$ cat src/rtl/hydration_timer.sv
// Water-reminder timer: BCD time-of-day counter on a prescaled tick, with drink detection and a reminder FSM.
// Optional quiet-hours suppression is enabled by defining QUIET_HOURS_EN.
module hydration_timer #(
  parameter int CLK_HZ      = 50_000_000,
  parameter int RATE0       = 1,
  parameter int RATE1       = 60,
  parameter int RATE2       = 3600,
  parameter int REMIND_MIN  = 60,
  parameter int SNOOZE_MIN  = 10,
  parameter int DRINK_DELTA = 2,
  parameter int QUIET_START = 22,
  parameter int QUIET_END   = 7
) (
  input  logic        clk,
  input  logic        reset,
  input  logic [1:0]  speed_sel,
  input  logic [3:0]  water_level,
  input  logic        ack,
  input  logic        time_load,
  input  logic [23:0] time_in,
  output logic [23:0] time_bcd,
  output logic        remind,
  output logic        load_err,
  output logic [7:0]  alert_cnt
);

  localparam int DIV0   = CLK_HZ / RATE0;
  localparam int DIV1   = CLK_HZ / RATE1;
  localparam int DIV2   = CLK_HZ / RATE2;
  localparam int DIVMX1 = (DIV0 > DIV1) ? DIV0 : DIV1;
  localparam int DIVMAX = (DIVMX1 > DIV2) ? DIVMX1 : DIV2;
  localparam int PW     = (DIVMAX > 1) ? $clog2(DIVMAX) : 1;
  localparam int MAXMIN = (REMIND_MIN > SNOOZE_MIN) ? REMIND_MIN : SNOOZE_MIN;
  localparam int CW     = $clog2(MAXMIN * 60 + 1);

  localparam logic [CW-1:0] REMIND_LD = CW'(REMIND_MIN * 60);
  localparam logic [CW-1:0] SNOOZE_LD = CW'(SNOOZE_MIN * 60);
  localparam logic [4:0]    QS        = 5'(QUIET_START);
  localparam logic [4:0]    QE        = 5'(QUIET_END);
  localparam logic [3:0]    DELTA     = 4'(DRINK_DELTA);

`ifdef QUIET_HOURS_EN
  localparam bit QUIET_EN = 1'b1;
`else
  localparam bit QUIET_EN = 1'b0;
`endif

  typedef enum logic [1:0] {ST_WAIT, ST_ALERT, ST_SNOOZE} state_t;

  state_t        r_state, w_nxt_state;
  logic [PW-1:0] r_presc, w_div_m1;
  logic [1:0]    r_speed;
  logic          r_init;
  logic          w_chg, w_tick;
  logic [23:0]   r_time, w_time_nxt;
  logic          w_load_ok;
  logic          r_load_err;
  logic [3:0]    r_prev;
  logic          w_drink;
  logic [CW-1:0] r_cnt, w_nxt_cnt;
  logic          w_alert_inc;
  logic [7:0]    r_alert_cnt;
  logic          r_remind;
  logic [4:0]    w_hour;
  logic          w_in_window, w_quiet;

  function automatic logic [23:0] bcd_inc(input logic [23:0] t);
    logic [3:0] h1, h0, m1, m0, s1, s0;
    {h1, h0, m1, m0, s1, s0} = t;
    if (s0 != 4'd9) s0 = s0 + 4'd1;
    else begin
      s0 = 4'd0;
      if (s1 != 4'd5) s1 = s1 + 4'd1;
      else begin
        s1 = 4'd0;
        if (m0 != 4'd9) m0 = m0 + 4'd1;
        else begin
          m0 = 4'd0;
          if (m1 != 4'd5) m1 = m1 + 4'd1;
          else begin
            m1 = 4'd0;
            if (h1 == 4'd2 && h0 == 4'd3) begin
              h1 = 4'd0;
              h0 = 4'd0;
            end else if (h0 == 4'd9) begin
              h0 = 4'd0;
              h1 = h1 + 4'd1;
            end else h0 = h0 + 4'd1;
          end
        end
      end
    end
    return {h1, h0, m1, m0, s1, s0};
  endfunction

  function automatic logic bcd_valid(input logic [23:0] t);
    logic [3:0] h1, h0, m1, m0, s1, s0;
    {h1, h0, m1, m0, s1, s0} = t;
    return (h1 <= 4'd2) && (h0 <= 4'd9) && !(h1 == 4'd2 && h0 > 4'd3) &&
           (m1 <= 4'd5) && (m0 <= 4'd9) && (s1 <= 4'd5) && (s0 <= 4'd9);
  endfunction

  // Prescaler: a speed change restarts the period so the first tick is a full period away
  always_comb begin
    case (speed_sel)
      2'd0:    w_div_m1 = PW'(DIV0 - 1);
      2'd1:    w_div_m1 = PW'(DIV1 - 1);
      2'd2:    w_div_m1 = PW'(DIV2 - 1);
      default: w_div_m1 = '0;
    endcase
  end

  assign w_chg  = (speed_sel != r_speed);
  assign w_tick = r_init && !w_chg && (speed_sel != 2'd3) && (r_presc == w_div_m1);

  always_ff @(posedge clk or posedge reset) begin
    if (reset) begin
      r_presc <= '0;
      r_speed <= 2'd0;
      r_init  <= 1'b0;
    end else begin
      r_init  <= 1'b1;
      r_speed <= speed_sel;
      if (!r_init || w_chg || speed_sel == 2'd3 || w_tick) r_presc <= '0;
      else r_presc <= r_presc + 1'b1;
    end
  end

  // Time of day: a load (accepted or rejected) takes precedence over the tick
  assign w_load_ok = bcd_valid(time_in);

  always_comb begin
    w_time_nxt = r_time;
    if (time_load) begin
      if (w_load_ok) w_time_nxt = time_in;
    end else if (w_tick) begin
      w_time_nxt = bcd_inc(r_time);
    end
  end

  always_ff @(posedge clk or posedge reset) begin
    if (reset) begin
      r_time     <= 24'h000000;
      r_load_err <= 1'b0;
    end else begin
      r_time     <= w_time_nxt;
      r_load_err <= time_load && !w_load_ok;
    end
  end

  // Drink detection: prev_level is first captured on the clk after reset release
  assign w_drink = w_tick && (water_level < r_prev) && ((r_prev - water_level) >= DELTA);

  always_ff @(posedge clk or posedge reset) begin
    if (reset) r_prev <= 4'd0;
    else if (!r_init || w_tick) r_prev <= water_level;
  end

  // Quiet window is judged on the hour the time is about to show
  assign w_hour = 5'({w_time_nxt[21:20], 3'b000}) + 5'({w_time_nxt[21:20], 1'b0}) +
                  5'(w_time_nxt[19:16]);

  always_comb begin
    if (QS > QE) w_in_window = (w_hour >= QS) || (w_hour < QE);
    else         w_in_window = (w_hour >= QS) && (w_hour < QE);
  end

  assign w_quiet = QUIET_EN && w_in_window;

  always_comb begin
    w_nxt_state = r_state;
    w_nxt_cnt   = r_cnt;
    w_alert_inc = 1'b0;
    if (w_drink) begin
      w_nxt_state = ST_WAIT;
      w_nxt_cnt   = REMIND_LD;
    end else begin
      case (r_state)
        ST_WAIT, ST_SNOOZE: begin
          if (w_tick) begin
            if (r_cnt <= CW'(1)) begin
              w_nxt_cnt = '0;
              if (!w_quiet) begin
                w_nxt_state = ST_ALERT;
                w_alert_inc = 1'b1;
              end
            end else begin
              w_nxt_cnt = r_cnt - CW'(1);
            end
          end
        end
        ST_ALERT: begin
          if (ack) begin
            w_nxt_state = ST_SNOOZE;
            w_nxt_cnt   = SNOOZE_LD;
          end
        end
        default: begin
          w_nxt_state = ST_WAIT;
          w_nxt_cnt   = REMIND_LD;
        end
      endcase
    end
  end

  always_ff @(posedge clk or posedge reset) begin
    if (reset) begin
      r_state     <= ST_WAIT;
      r_cnt       <= REMIND_LD;
      r_alert_cnt <= 8'd0;
      r_remind    <= 1'b0;
    end else begin
      r_state  <= w_nxt_state;
      r_cnt    <= w_nxt_cnt;
      r_remind <= (w_nxt_state == ST_ALERT) && !w_quiet;
      if (w_alert_inc && r_alert_cnt != 8'hFF) r_alert_cnt <= r_alert_cnt + 8'd1;
    end
  end

  assign time_bcd  = r_time;
  assign remind    = r_remind;
  assign load_err  = r_load_err;
  assign alert_cnt = r_alert_cnt;

endmodule

$ cat config.mk
export PLATFORM = sky130hd
export DESIGN_NAME = hydration_timer
export DESIGN_NICKNAME = d
export VERILOG_FILES = /design/src/rtl/hydration_timer.sv
export SDC_FILE = /design/constraint.sdc
export NUM_CORES = 1
export LEC_CHECK = 0
export ABC_AREA = 1
export BUFFER_PORTS_ARGS = -buffer_cell sky130_fd_sc_hd__buf_2
export CAP_MARGIN = 20
export CORE_MARGIN = 4
export CORE_UTILIZATION = 55
export DETAILED_ROUTE_END_ITERATION = 10
export MAX_ROUTING_LAYER = met4
export PLACE_DENSITY = 0.8
export SLEW_MARGIN = 20
export SYNTH_ARGS = -nofsm -noshare
export SYNTH_HDL_FRONTEND = slang
export SYNTH_SLANG_ARGS = --single-unit
$ cat constraint.sdc
create_clock -name clk -period 5.6 [get_ports clk]
set_clock_uncertainty 0.15 [all_clocks]
set_input_delay 0.56 -clock clk [delete_from_list [all_inputs] [get_ports clk]]
set_output_delay 0.56 -clock clk [all_outputs]
set_load 0.005 [all_outputs]
## Word-level counts from Yosys, hierarchy flattened

Index checks and enable logic that the tools add are counted.

- Register bits: 81
- Input bits: 34
- Word-level logic and storage cells: 136

- Add/subtract/negate cells: 10
- Order comparisons: 10
- Eq/ne operators: 25
- Mux-type cells: 41
- Reduce and logical (&&, ||, !) cells: 35

Operators with widths:

| kind | count |
|---|---|
| two-way mux 4 bit | 22 |
| case mux 26 bit (3 select lines) | 1 |
| two-way mux 24 bit | 3 |
| two-way mux 12 bit | 4 |
| adder 26 x 1 -> 26 bit, second input constant | 1 |
| == test 26 bit | 1 |
| two-way mux 26 bit | 1 |
| adder 4 x 1 -> 4 bit, second input constant | 6 |
| case mux 12 bit (2 select lines) | 1 |
| logical AND 1 bit | 15 |
| == test 4 x 2 -> 1 bit, second input constant | 3 |
| <= comparator 12 x 1 -> 1 bit, second input constant | 1 |
| <= comparator 4 bit, second input constant | 3 |
| subtractor 12 x 1 -> 12 bit, second input constant | 1 |
| != test 2 bit, second input constant | 5 |
| adder 8 x 1 -> 8 bit, second input constant | 1 |
| <= comparator 4 x 3 -> 1 bit, second input constant | 2 |
| two-way mux 2 bit | 4 |
| != test 4 x 3 -> 1 bit, second input constant | 2 |
| != test 4 bit, second input constant | 2 |
| != test 8 bit, second input constant | 1 |
| AND reduction 7 bit | 1 |
| == test 2 x 1 -> 1 bit, second input constant | 3 |
| == test 2 bit, second input constant | 3 |
| other kinds (22) | 34 |

## Depth between registers and ports, before layout

Gate-level depths: netlist of the first run.

- Depth after elaboration: 10
- Depth in mapped cells: 17

## Worst setup path before layout of the first run

No wires, ideal clock.

- Path kind: input to register
- From: input water_level[0]
- To: register r_alert_cnt[2], in the netlist alert_cnt[2]
- Setup time: 0.122 ns
- Arrival time: 2.186 ns
- Required time: 5.328 ns
- Setup slack: 3.142 ns
- Stages: 13
- Cell sequence: ha_1 inv_1 fa_1 xor2_1 nor2_1 nand2_1 nor2_1 nor2_1 nor2_1 nand3_4 buf_6 nand2_1 o21ai_2

- Cells in the longest elaborated chain, start to end: 5
- Elaborated cells on any way between the ends: 7
- Classes of those cells: add/sub (1); order compare (2); mux (1); reduce/logical (3)

Ends and longest elaborated chain:

| element | RTL line | text |
|---|---|---|
| start: declaration | 17 | `input logic [3:0] water_level,` |
| subtractor 4 bit / < comparator 4 bit (equally long branches) | 152 | `assign w_drink = w_tick && (water_level < r_prev) && ((r_prev - water_level) >= DELTA);` |
| >= comparator 4 x 2 -> 1 bit / logical AND 1 bit (equally long branches) | 152 |  |
| logical AND 1 bit (*) | 152 |  |
| two-way mux 1 bit (*) | 174 | `if (w_drink) begin` |
| logical AND 1 bit (*) | 216 | `if (w_alert_inc && r_alert_cnt != 8'hFF) r_alert_cnt <= r_alert_cnt + 8'd1;` |
| end signal: assignment | 216 |  |
| end: declaration | 62 | `logic [7:0] r_alert_cnt;` |

Every way passes the cells marked *; elsewhere a longest branch is shown, timed or not.
A chain may end at the register's enable or synchronous reset.

## Worst setup path after layout of the first run

- From: input speed_sel[0]
- To: register r_presc[15]

- Cells in the longest elaborated chain, start to end: 7
- Elaborated cells on any way between the ends: 16
- Classes of those cells: eq/ne (6); mux (2); reduce/logical (8)

Ends and longest elaborated chain:

| element | RTL line | text |
|---|---|---|
| start: declaration | 16 | `input logic [1:0] speed_sel,` |
| branches (longest 5 deep; another with case mux 26 bit (3 select lines)) | n/a |  |
| logical OR 1 bit (*) | 124 | `if (!r_init \|\| w_chg \|\| speed_sel == 2'd3 \|\| w_tick) r_presc <= '0;` |
| two-way mux 26 bit (*) | 124 |  |
| end signal: assignment | 125 | `else r_presc <= r_presc + 1'b1;` |
| end: declaration | 51 | `logic [PW-1:0] r_presc, w_div_m1;` |

Mark *: on every way between the ends.

==> flow_summary.yaml, run 1 <==
outcome:
  status: "completed"
placed_design:
  placed_area_um2: 5780
  routabilityCongestion: 0.973
  placed_cells: 913
  port_buffers: 67
  dpl.hpwl_mm: 9.59
routing:
  avgViaCountPerCell: 5.35
  drt-pass1-iter-count: 7
  drc: 0
  drt_iter0_markers: 232
  num_vias: 4968
  wl_per_cell_um: 13.7
  ant_nets: 0
  wl_mm: 12.7
timing:
  finalSetupTns_ns: 0
  hold_violations: 0
  setup_viol: 0
  drv_slew: 0
  min_period_ns: 2.79
  max_freq_mhz: 359
  timing.final.crit_share_pct: 49.8
  worstMarginPinSlew_ns: 0.750
  rsz0062_at_grt: "no"
  max_slew_margin_pct: 50.0
finish:
  fin_util_pct: 64.3
  final_cell_area_um2: 5990
  diodes: 0
  syn2layout_area_growth_pct: 12.7
  nets: 847
  layoutNonFillerInstCount: 929
  drive_above_1_share_pct: 15.6
logic_synthesis:
  syn-num-nets: 777
  syn_inst: 725
  synth_ff_type: "dfrtp_1"
  synth_area_um2: 5320
  synthArstFlopShare_pct: 100
  synth.distinct_cells: 39
  seq_area_frac_synth_pct: 38.2
  ys_ff_latch: 81
  synth.top_cell.area_share_pct: 36.2
  avgSynthCellArea_um2: 7.34
  synth_top_area_cell: "dfrtp_1"
  yosys-top-cells-count: "nand2_1 (194), nor2_1 (87), inv_1 (83)"
  yosys_warnings: 0
  synth_edf_count: 0
  yosysMostFrequentCell: "nand2_1"
  synthTopCellsByArea: "dfrtp_1 (36%), nand2_1 (14%), nor2_1 (6.1%)"
floorplanning:
  row_count: 35
  die_h_um: 106
  die_width_um: 106
  io_pins: 68
  start_util_pct: 57.0
  core_um2: 9330
  dieArea_um2: 11300
global_routing:
  antenna_found_initial: 0
  grtUsageTotal_pct: 23.7
  grt_max_degree: 82
  grt_overflow: 0
  first_global_vias: 4795
  grt_first_pass_wirelength_mm: 21.5
clocking:
  hold_buffers: 0
  numCtsBuffers: 9
  insertion_delay_ns: 0.36
  clk_pin_slew_ns: 0.09
  cts_setup_buffers: 0
  h-tree-depth: 3
  clock_sinks: 81
  cts_tree: "built"
  post_cts.resized_instances: 0
  cts-root-buf: "clkbuf_8"
  cts_buffer_depth: 2
pwr:
  seqPwrFrac_pct: 48.8
  comb_power_share_pct: 17.4
  powerDensity_nw_per_um2: 225
  switchingPower_mw: 0.402
  clockPowerShare_pct: 33.8
  peakVddDrop_mv: 0.131
  leakage_nw: 2.86
  p_int_mw: 0.946
  total_power_mw: 1.35
  swShare_pct: 29.8
setup_path:
  cp.required_ns: 5.68
  cp.arrival_ns: 2.87
  worst-path-max-fanout: 14
  end_kind: "flop"
  timing.rr.start: "r_prev[0]"
  reg2reg_setup_slack_ns: 2.98
  crit_type: "in -> reg"
  critPathLaunch: "speed_sel[0]"
  start_kind: "input port"
min_path:
  min_path_type: "in -> async"
run:
  cap_violations: 0
## layer usage
metal  vias up  track usage [%]  wire, µm
li1       2489                -         -
met5         -                -         0
met4         0             9.81       302
met2       146             37.9      5980
met1      2304             30.7      5960
met3        29             2.98       496
## layout by cell type (no fill, tap or decap), drive strengths merged, types with 11 or more instances in the layout
master / n
ha: 17
buf: 68
nand2: 199
nor2: 91
nand3: 48
nand4: 12
xnor2: 12
dfrtp: 77
clkbuf: 11
a21oi: 32
o21ai: 71
inv: 89
xor2: 18
## stage by stage
stage | hold WS [ns] | setup slack (ns)
6_report | 0.212 | 2.81
3_3_place_gp | 0.322 | 2.68
4_1_cts | 0.198 | 2.87
5_1_grt | 0.208 | 2.56
3_5_place_dp | 0.331 | 2.53
2_1_floorplan | 0.299 | 2.82
## final timing paths
path                       depth (start not counted)           end
hold reg to reg                                    2     r_cnt[11]
max in group asynchronous                          3  time_bcd[16]
hold / removal                                     3   time_bcd[2]
setup reg to reg                                  12  alert_cnt[0]
min in group clk                                   1    r_speed[0]
setup / recovery                                  14   r_presc[15]
## power groups by stage
stage                     logic [mW]  clock network [mW]  registers [mW]
final                          0.234               0.455           0.658
after global placement         0.224                   0           0.666
after floorplan                0.155                   0           0.663
after CTS                      0.235               0.464           0.657
after global routing           0.268               0.492           0.664
after detailed placement       0.234                   0           0.668
## sequential cells by signal (all words and copies together), names as in the netlist
name	count
r_cnt	12
r_init	1
time_bcd	24
r_presc	26
r_state	2
remind	1
r_prev	4
load_err	1
alert_cnt	8
r_speed	2
## cell type report
cell class	count	area, µm²
clock buffer	11	151
sequential	81	2030
clock inverter	5	62.6
fill	782	3330
tap	129	161
inverter	89	335
timing repair buffer	68	347
multi-input combinational	546	2900
## critical path, stage by stage
cell and delay, ns:
buf_2 0.13, inv_1 0.18, ha_1 0.33, inv_2 0.06, nand2_1 0.06, nand2_1 0.06
nor2_1 0.09, nand2_1 0.05, nor2_1 0.10, nand2_1 0.09, o21ai_2 0.49, inv_1 0.37
o21ai_0 0.20, a21oi_1 0.08
## cell families (layout without fill, tap and decap cells)
logic type / after synthesis / after routing / synth area share (%)
xor+xnor: 30 / 30 / 4.94
compound gates: 123 / 123 / 13.4
flops: 81 / 81 / 38.2
other cells: 1 / 1 / 0.0705
buf+inv: 98 / 173 / 7.22
fa+ha+maj: 18 / 18 / 4.37
simple gates: 374 / 374 / 31.8
Power figures use the tool's default switching activity.
==> run 2, diff against run 1 <==
--- a/config.mk
+++ b/config.mk
@@ -5,14 +5,14 @@
 export SDC_FILE = /design/constraint.sdc
 export NUM_CORES = 1
 export LEC_CHECK = 0
-export ABC_AREA = 1
+export ABC_AREA = 0
 export BUFFER_PORTS_ARGS = -buffer_cell sky130_fd_sc_hd__buf_2
 export CAP_MARGIN = 20
 export CORE_MARGIN = 4
 export CORE_UTILIZATION = 55
 export DETAILED_ROUTE_END_ITERATION = 10
 export MAX_ROUTING_LAYER = met4
-export PLACE_DENSITY = 0.8
+export PLACE_DENSITY = 0.81
 export SLEW_MARGIN = 20
 export SYNTH_ARGS = -nofsm -noshare
 export SYNTH_HDL_FRONTEND = slang
==> constraint.sdc (replaced) <==
create_clock -name clk -period 2.9 [get_ports clk]
set_clock_uncertainty 0.15 [all_clocks]
set_input_delay 0.29 -clock clk [delete_from_list [all_inputs] [get_ports clk]]
set_output_delay 0.29 -clock clk [all_outputs]
set_load 0.005 [all_outputs]
==> run 2 against run 1 <==
  * Synthesized cell count decreased by 28%
  * Clock power increased by 97%
  * Via count decreased by 13%
  * Combinational power increased by 47%
  * Die area decreased by 10%
  * Critical path type is now reg -> reg
  * Largest cell class unchanged
==> flow_summary.yaml, run 2 <==
setup_path:
  reg2reg_setup_slack_ns: 0.04
  worst-path-max-fanout: 6
  timing.rr.start: "r_presc[16]"
  cp.required_ns: 2.99
  endpoint: "alert_cnt[7]"
  reg2regPathDepth: 8
  r2r-end: "alert_cnt[7]"
  cp.arrival_ns: 2.95
  end_kind: "flop"
  critPathLaunch: "r_presc[16]"
  crit_type: "reg -> reg"
  start_kind: "flop"
outcome:
  status: "completed"
clocking:
  cts-root-buf: "clkbuf_8"
  cts_buffer_depth: 2
  insertion_delay_ns: 0.36
  clk_pin_slew_ns: 0.08
  h-tree-depth: 3
  numCtsBuffers: 9
  cts_tree: "built"
  clock_sinks: 81
logic_synthesis:
  syn-num-nets: 573
  synth_area_um2: 4750
  synthTopCellsByArea: "dfrtp_1 (41%), o21ai_0 (5.0%), ha_1 (4.5%)"
  yosys_warnings: 0
  synth_top_area_cell: "dfrtp_1"
  seq_area_frac_synth_pct: 42.8
  avgSynthCellArea_um2: 9.11
  ys_ff_latch: 81
  synth_ff_type: "dfrtp_1"
  yosysMostFrequentCell: "dfrtp_1"
  synth.distinct_cells: 64
  synthArstFlopShare_pct: 100
  synth_edf_count: 0
  yosys-top-cells-count: "dfrtp_1 (77), nor2_1 (55), o21ai_0 (47)"
  synth.top_cell.area_share_pct: 40.6
  syn_inst: 521
finish:
  layout_common_cells: "dfrtp_1 (77), buf_2 (67), nor2_1 (55)"
  drive_above_1_share_pct: 23.7
  fin_util_pct: 68.7
  final_cell_area_um2: 5700
  syn2layout_area_growth_pct: 20.2
  final_common_cell: "dfrtp_1"
  diodes: 0
  nets: 675
  largest_reg_flops: 26
  regMostFlops: "r_presc"
timing:
  max_freq_mhz: 350
  holdWs_ns: 0.0223
  min_period_ns: 2.86
  hold_violations: 0
  setup_viol: 0
  timing.final.crit_share_pct: 98.6
  max_slew_margin_pct: 49.4
  worstMarginPinSlew_ns: 0.758
  drv_slew: 0
placed_design:
  routabilityCongestion: 0.891
  placed_area_um2: 5430
  dpl.hpwl_mm: 8.26
  port_buffers: 67
routing:
  drt_iter0_markers: 236
  ant_nets: 0
  drc: 0
  avgViaCountPerCell: 5.87
  wl_per_cell_um: 15.5
  wl_mm: 11.4
  num_vias: 4304
  drt-pass1-iter-count: 5
global_routing:
  grtUsageTotal_pct: 23.4
  antenna_found_initial: 0
  grt_first_pass_wirelength_mm: 18.7
  grt_overflow: 0
  first_global_vias: 4063
  grt_max_degree: 44
pwr:
  leakage_nw: 2.60
  powerDensity_nw_per_um2: 430
  peakVddDrop_mv: 0.288
floorplanning:
  start_util_pct: 57.2
  core_um2: 8300
  io_pins: 68
  die_h_um: 101
  dieArea_um2: 10200
  row_count: 33
  die_width_um: 101
min_path:
  min_path_type: "in -> reg"
  worstHoldStart: "water_level[0]"
run:
  cap_violations: 0
[run 2: routing by layer]
layer,track usage [%],part of all wire [%],vias to the layer above
met5,-,0,-
li1,-,-,2079
met3,4.98,6.7,20
met1,30.4,45,2063
met2,36.5,47,142
met4,8.28,1.7,0
[run 2: layout make-up]
type / instances / area [µm²]
fill: 678 / 2600
multi-input combinational: 399 / 2580
sequential: 81 / 2030
timing repair buffer: 107 / 651
tap: 105 / 131
clock buffer: 10 / 128
inverter: 25 / 95.1
clock inverter: 6 / 83.8
[run 2: cell families (layout without fill, tap and decap cells)]
kind of cell | after synthesis | count (layout) | share of synthesized area [%]
AOI/OAI and AO/OA | 135 | 135 | 18.0
xor gates and xnor gates | 36 | 36 | 6.64
adders and majority gates | 18 | 18 | 4.90
buffers and inverters | 41 | 148 | 3.27
DFF | 81 | 81 | 42.8
muxes | 10 | 10 | 2.32
other | 1 | 1 | 0.0790
and+or+nand+nor | 199 | 199 | 22.0
[run 2: how the worst min path moves through the flow]
stage / endpoint / slack [ns] / cells after the start
after floorplan: r_speed[0] / 0.17 / 0
after global placement: alert_cnt[5] / 0.29 / 2
after detailed placement: alert_cnt[5] / 0.30 / 2
after CTS: r_prev[0] / 0.006 / 3
after global routing: r_speed[1] / 0.03 / 2
final: r_prev[0] / 0.02 / 3
[run 2: critical path, cell delays in order, from the launching register on]
cell	delay, ns
dfrtp_1	0.42
or4_4	0.56
a211oi_2	0.21
nand4_1	0.15
or3_4	0.40
nor4b_4	0.23
buf_4	0.19
nand4_1	0.12
mux2_1	0.32
[run 2: power breakdown]
part	internal, mW	switching, mW	total (mW)
logic	0.159	0.186	0.345
registers	1.17	0.0456	1.21
clock network	0.482	0.415	0.898
[run 2: timing repair]
action / in CTS / in global routing
endpoints found under the hold margin: 38 / 0
gates resized for setup: 1 / 3
setup buffers: 0 / 4
setup endpoints to repair: 8 / 18
hold buffers: 1 / 0
pin swaps: 0 / 3
cloned: 0 / 0
[run 2: per-stage QoR]
stage / TNS, ns / worst slack [ns] / power, mW / std cells
floorplan: 0 / 0.00227 / 1.43 / 521
global placement: -0.0313 / -0.0313 / 1.54 / 712
detailed placement: -1.47 / -0.142 / 1.56 / 712
CTS: 0 / 0.000562 / 2.45 / 729
global route: -0.0137 / -0.0137 / 2.57 / 733
finish: 0 / 0.0419 / 2.45 / 733
==> run 3, diff against run 2 <==
--- a/config.mk
+++ b/config.mk
@@ -9,10 +9,10 @@
 export BUFFER_PORTS_ARGS = -buffer_cell sky130_fd_sc_hd__buf_2
 export CAP_MARGIN = 20
 export CORE_MARGIN = 4
-export CORE_UTILIZATION = 55
+export CORE_UTILIZATION = 52
 export DETAILED_ROUTE_END_ITERATION = 10
 export MAX_ROUTING_LAYER = met4
-export PLACE_DENSITY = 0.81
+export PLACE_DENSITY = 0.8
 export SLEW_MARGIN = 20
 export SYNTH_ARGS = -nofsm -noshare
 export SYNTH_HDL_FRONTEND = slang
==> constraint.sdc (replaced) <==
create_clock -name clk -period 2.4 [get_ports clk]
set_clock_uncertainty 0.15 [all_clocks]
set_input_delay 0.24 -clock clk [delete_from_list [all_inputs] [get_ports clk]]
set_output_delay 0.24 -clock clk [all_outputs]
set_load 0.005 [all_outputs]
==> run 3 against run 2 <==
  * The flow now finishes with violations (setup timing)
  * Critical endpoint unchanged
  * Sequential power grew 19%
  * Die area increased by 5.3%
  * Core utilization increased by 6.1 points
  * Highest routed layer unchanged
  * Worst setup slack worse by 0.47 ns
  * Power grew 34%
==> flow_summary.yaml, run 3 (synthesis results as in run 2) <==
floorplanning:
  io_pins: 68
  dieArea_um2: 10700
  core_um2: 8810
  die_h_um: 104
  die_width_um: 104
  start_util_pct: 53.9
  row_count: 34
finish:
  fin_util_pct: 74.8
  syn2layout_area_growth_pct: 38.8
  largest_reg_flops: 26
  regMostFlops: "r_presc"
  diodes: 0
  layout_common_cells: "buf_4 (83), dfrtp_1 (77), buf_2 (68)"
  drive_above_1_share_pct: 36.3
  nets: 739
  final_common_cell: "buf_4"
setup_path:
  worst-path-buf-inv: 1
  cp_slowest_stage_delay_ns: 0.54
  cp.required_ns: 2.51
  crit_family: "simple AND/OR/NAND/NOR gates"
  cp.arrival_ns: 2.94
  worst-path-max-fanout: 6
  start_kind: "flop"
  end_kind: "flop"
  crit_chain: "or4_4 > a211oi_2 > nand4_1 > or3_4 > nor4b_4 > buf_4 > nand4_1 > mux2_4"
  cp_slowest_cell: "or4_4"
  cp_common_cell: "nand4_1"
  crit_type: "reg -> reg"
  reg2regPathDepth: 8
  cp_num_cells: 8
timing:
  layout_setup_ws_ns: -0.432
  finalSetupTns_ns: -10.31
  drv_slew: 0
  max_freq_mhz: 353
  worstMarginPinSlew_ns: 0.695
  hold_violations: 0
  timing.final.crit_share_pct: 118
  rsz0062_at_grt: "yes"
  setup_viol: 40
  max_slew_margin_pct: 53.6
  min_period_ns: 2.83
clocking:
  numCtsBuffers: 9
  clk_pin_slew_ns: 0.09
  cts-root-buf: "clkbuf_8"
  h-tree-depth: 3
  cts_tree: "built"
  cts_buffer_depth: 2
  clock_sinks: 81
  insertion_delay_ns: 0.37
global_routing:
  global_route.usage.met1_pct: 31.3
  grtUsageMet2_pct: 48.6
  grt_use_met3_pct: 5.97
  grt_overflow: 0
  grt_busiest_layer: "met2"
  grt_max_degree: 45
  grt_first_pass_wirelength_mm: 23.9
  antenna_found_initial: 0
  first_global_vias: 4950
  grtUsageTotal_pct: 27.6
pwr:
  leakage_nw: 3.03
  powerDensity_nw_per_um2: 499
  peakVddDrop_mv: 0.363
  total_power_mw: 3.29
outcome:
  violations: "setup timing"
  status: "finished, violations left"
routing:
  drt_iter0_markers: 311
  wl_per_cell_um: 18.7
  wl_mm: 15.0
  avgViaCountPerCell: 6.14
  num_vias: 4914
  ant_nets: 0
  drc: 0
  drt-pass1-iter-count: 7
placed_design:
  routabilityCongestion: 0.887
  dp_slack_ns: -0.620
  port_buffers: 67
  dpl.hpwl_mm: 9.19
run:
  cap_violations: 0
min_path:
  hold_depth: 3
  min_path_type: "in -> reg"
==> run 3: stage by stage <==
| step | instances | hold slack, ns | area (µm²) |
|---|---|---|---|
| finish | 800 | 0.00867 | 6590 |
| global placement | 762 | 0.211 | 5840 |
| global route | 800 | 0.0137 | 6590 |
| floorplan | 521 | 0.121 | 4810 |
| CTS | 796 | 0.00216 | 6400 |
| detailed placement | 762 | 0.226 | 5840 |
==> run 3: report_power, final <==
part | leakage, nW | internal, mW | switching, mW | total [mW]
Clock | 0.110 | 0.692 | 0.525 | 1.22
Sequential | 1.07 | 1.41 | 0.0358 | 1.44
Combinational | 1.85 | 0.293 | 0.332 | 0.625
Total | 3.03 | 2.39 | 0.892 | 3.29
==> run 3: area by class of cell <==
| type | count | area (µm²) |
|---|---|---|
| Timing Repair Buffer | 170 | 1200 |
| Clock buffer | 11 | 131 |
| Fill cell | 554 | 2220 |
| Inverter | 25 | 100 |
| Tap cell | 108 | 135 |
| Sequential cell | 81 | 2030 |
| Multi-Input combinational cell | 400 | 2890 |
| Clock inverter | 5 | 105 |
==> run 3: timing repair <==
action,in CTS,in global routing
setup endpoints to repair,47,54
resized for setup,52,41
endpoints found under the hold margin,28,0
gates cloned,2,0
hold buffers,6,0
buffers inserted,12,4
pin swaps,20,15
==> run 3: worst paths after layout <==
check | from | to | slack [ns]
min in group asynchronous | reset | remind | 0.37
worst min register to register | r_prev[2] | r_prev[2] | 0.38
worst max register to register | r_presc[24] | alert_cnt[7] | -0.43
worst min-delay path | time_in[8] | time_bcd[8] | 0.009
max in group asynchronous | reset | r_presc[16] | 1.08
worst max-delay path | r_presc[24] | alert_cnt[7] | -0.43
==> run 3: layer usage <==
layer	share of wire, %	wire length [µm]
met1	37	5610
met2	51	7660
met3	6.4	961
met4	5.1	760
met5	0	0
==> run 3: worst min-delay path: stages <==
cell and delay [ns]:
buf_2 0.11, nand2_1 0.06, a31oi_1 0.08
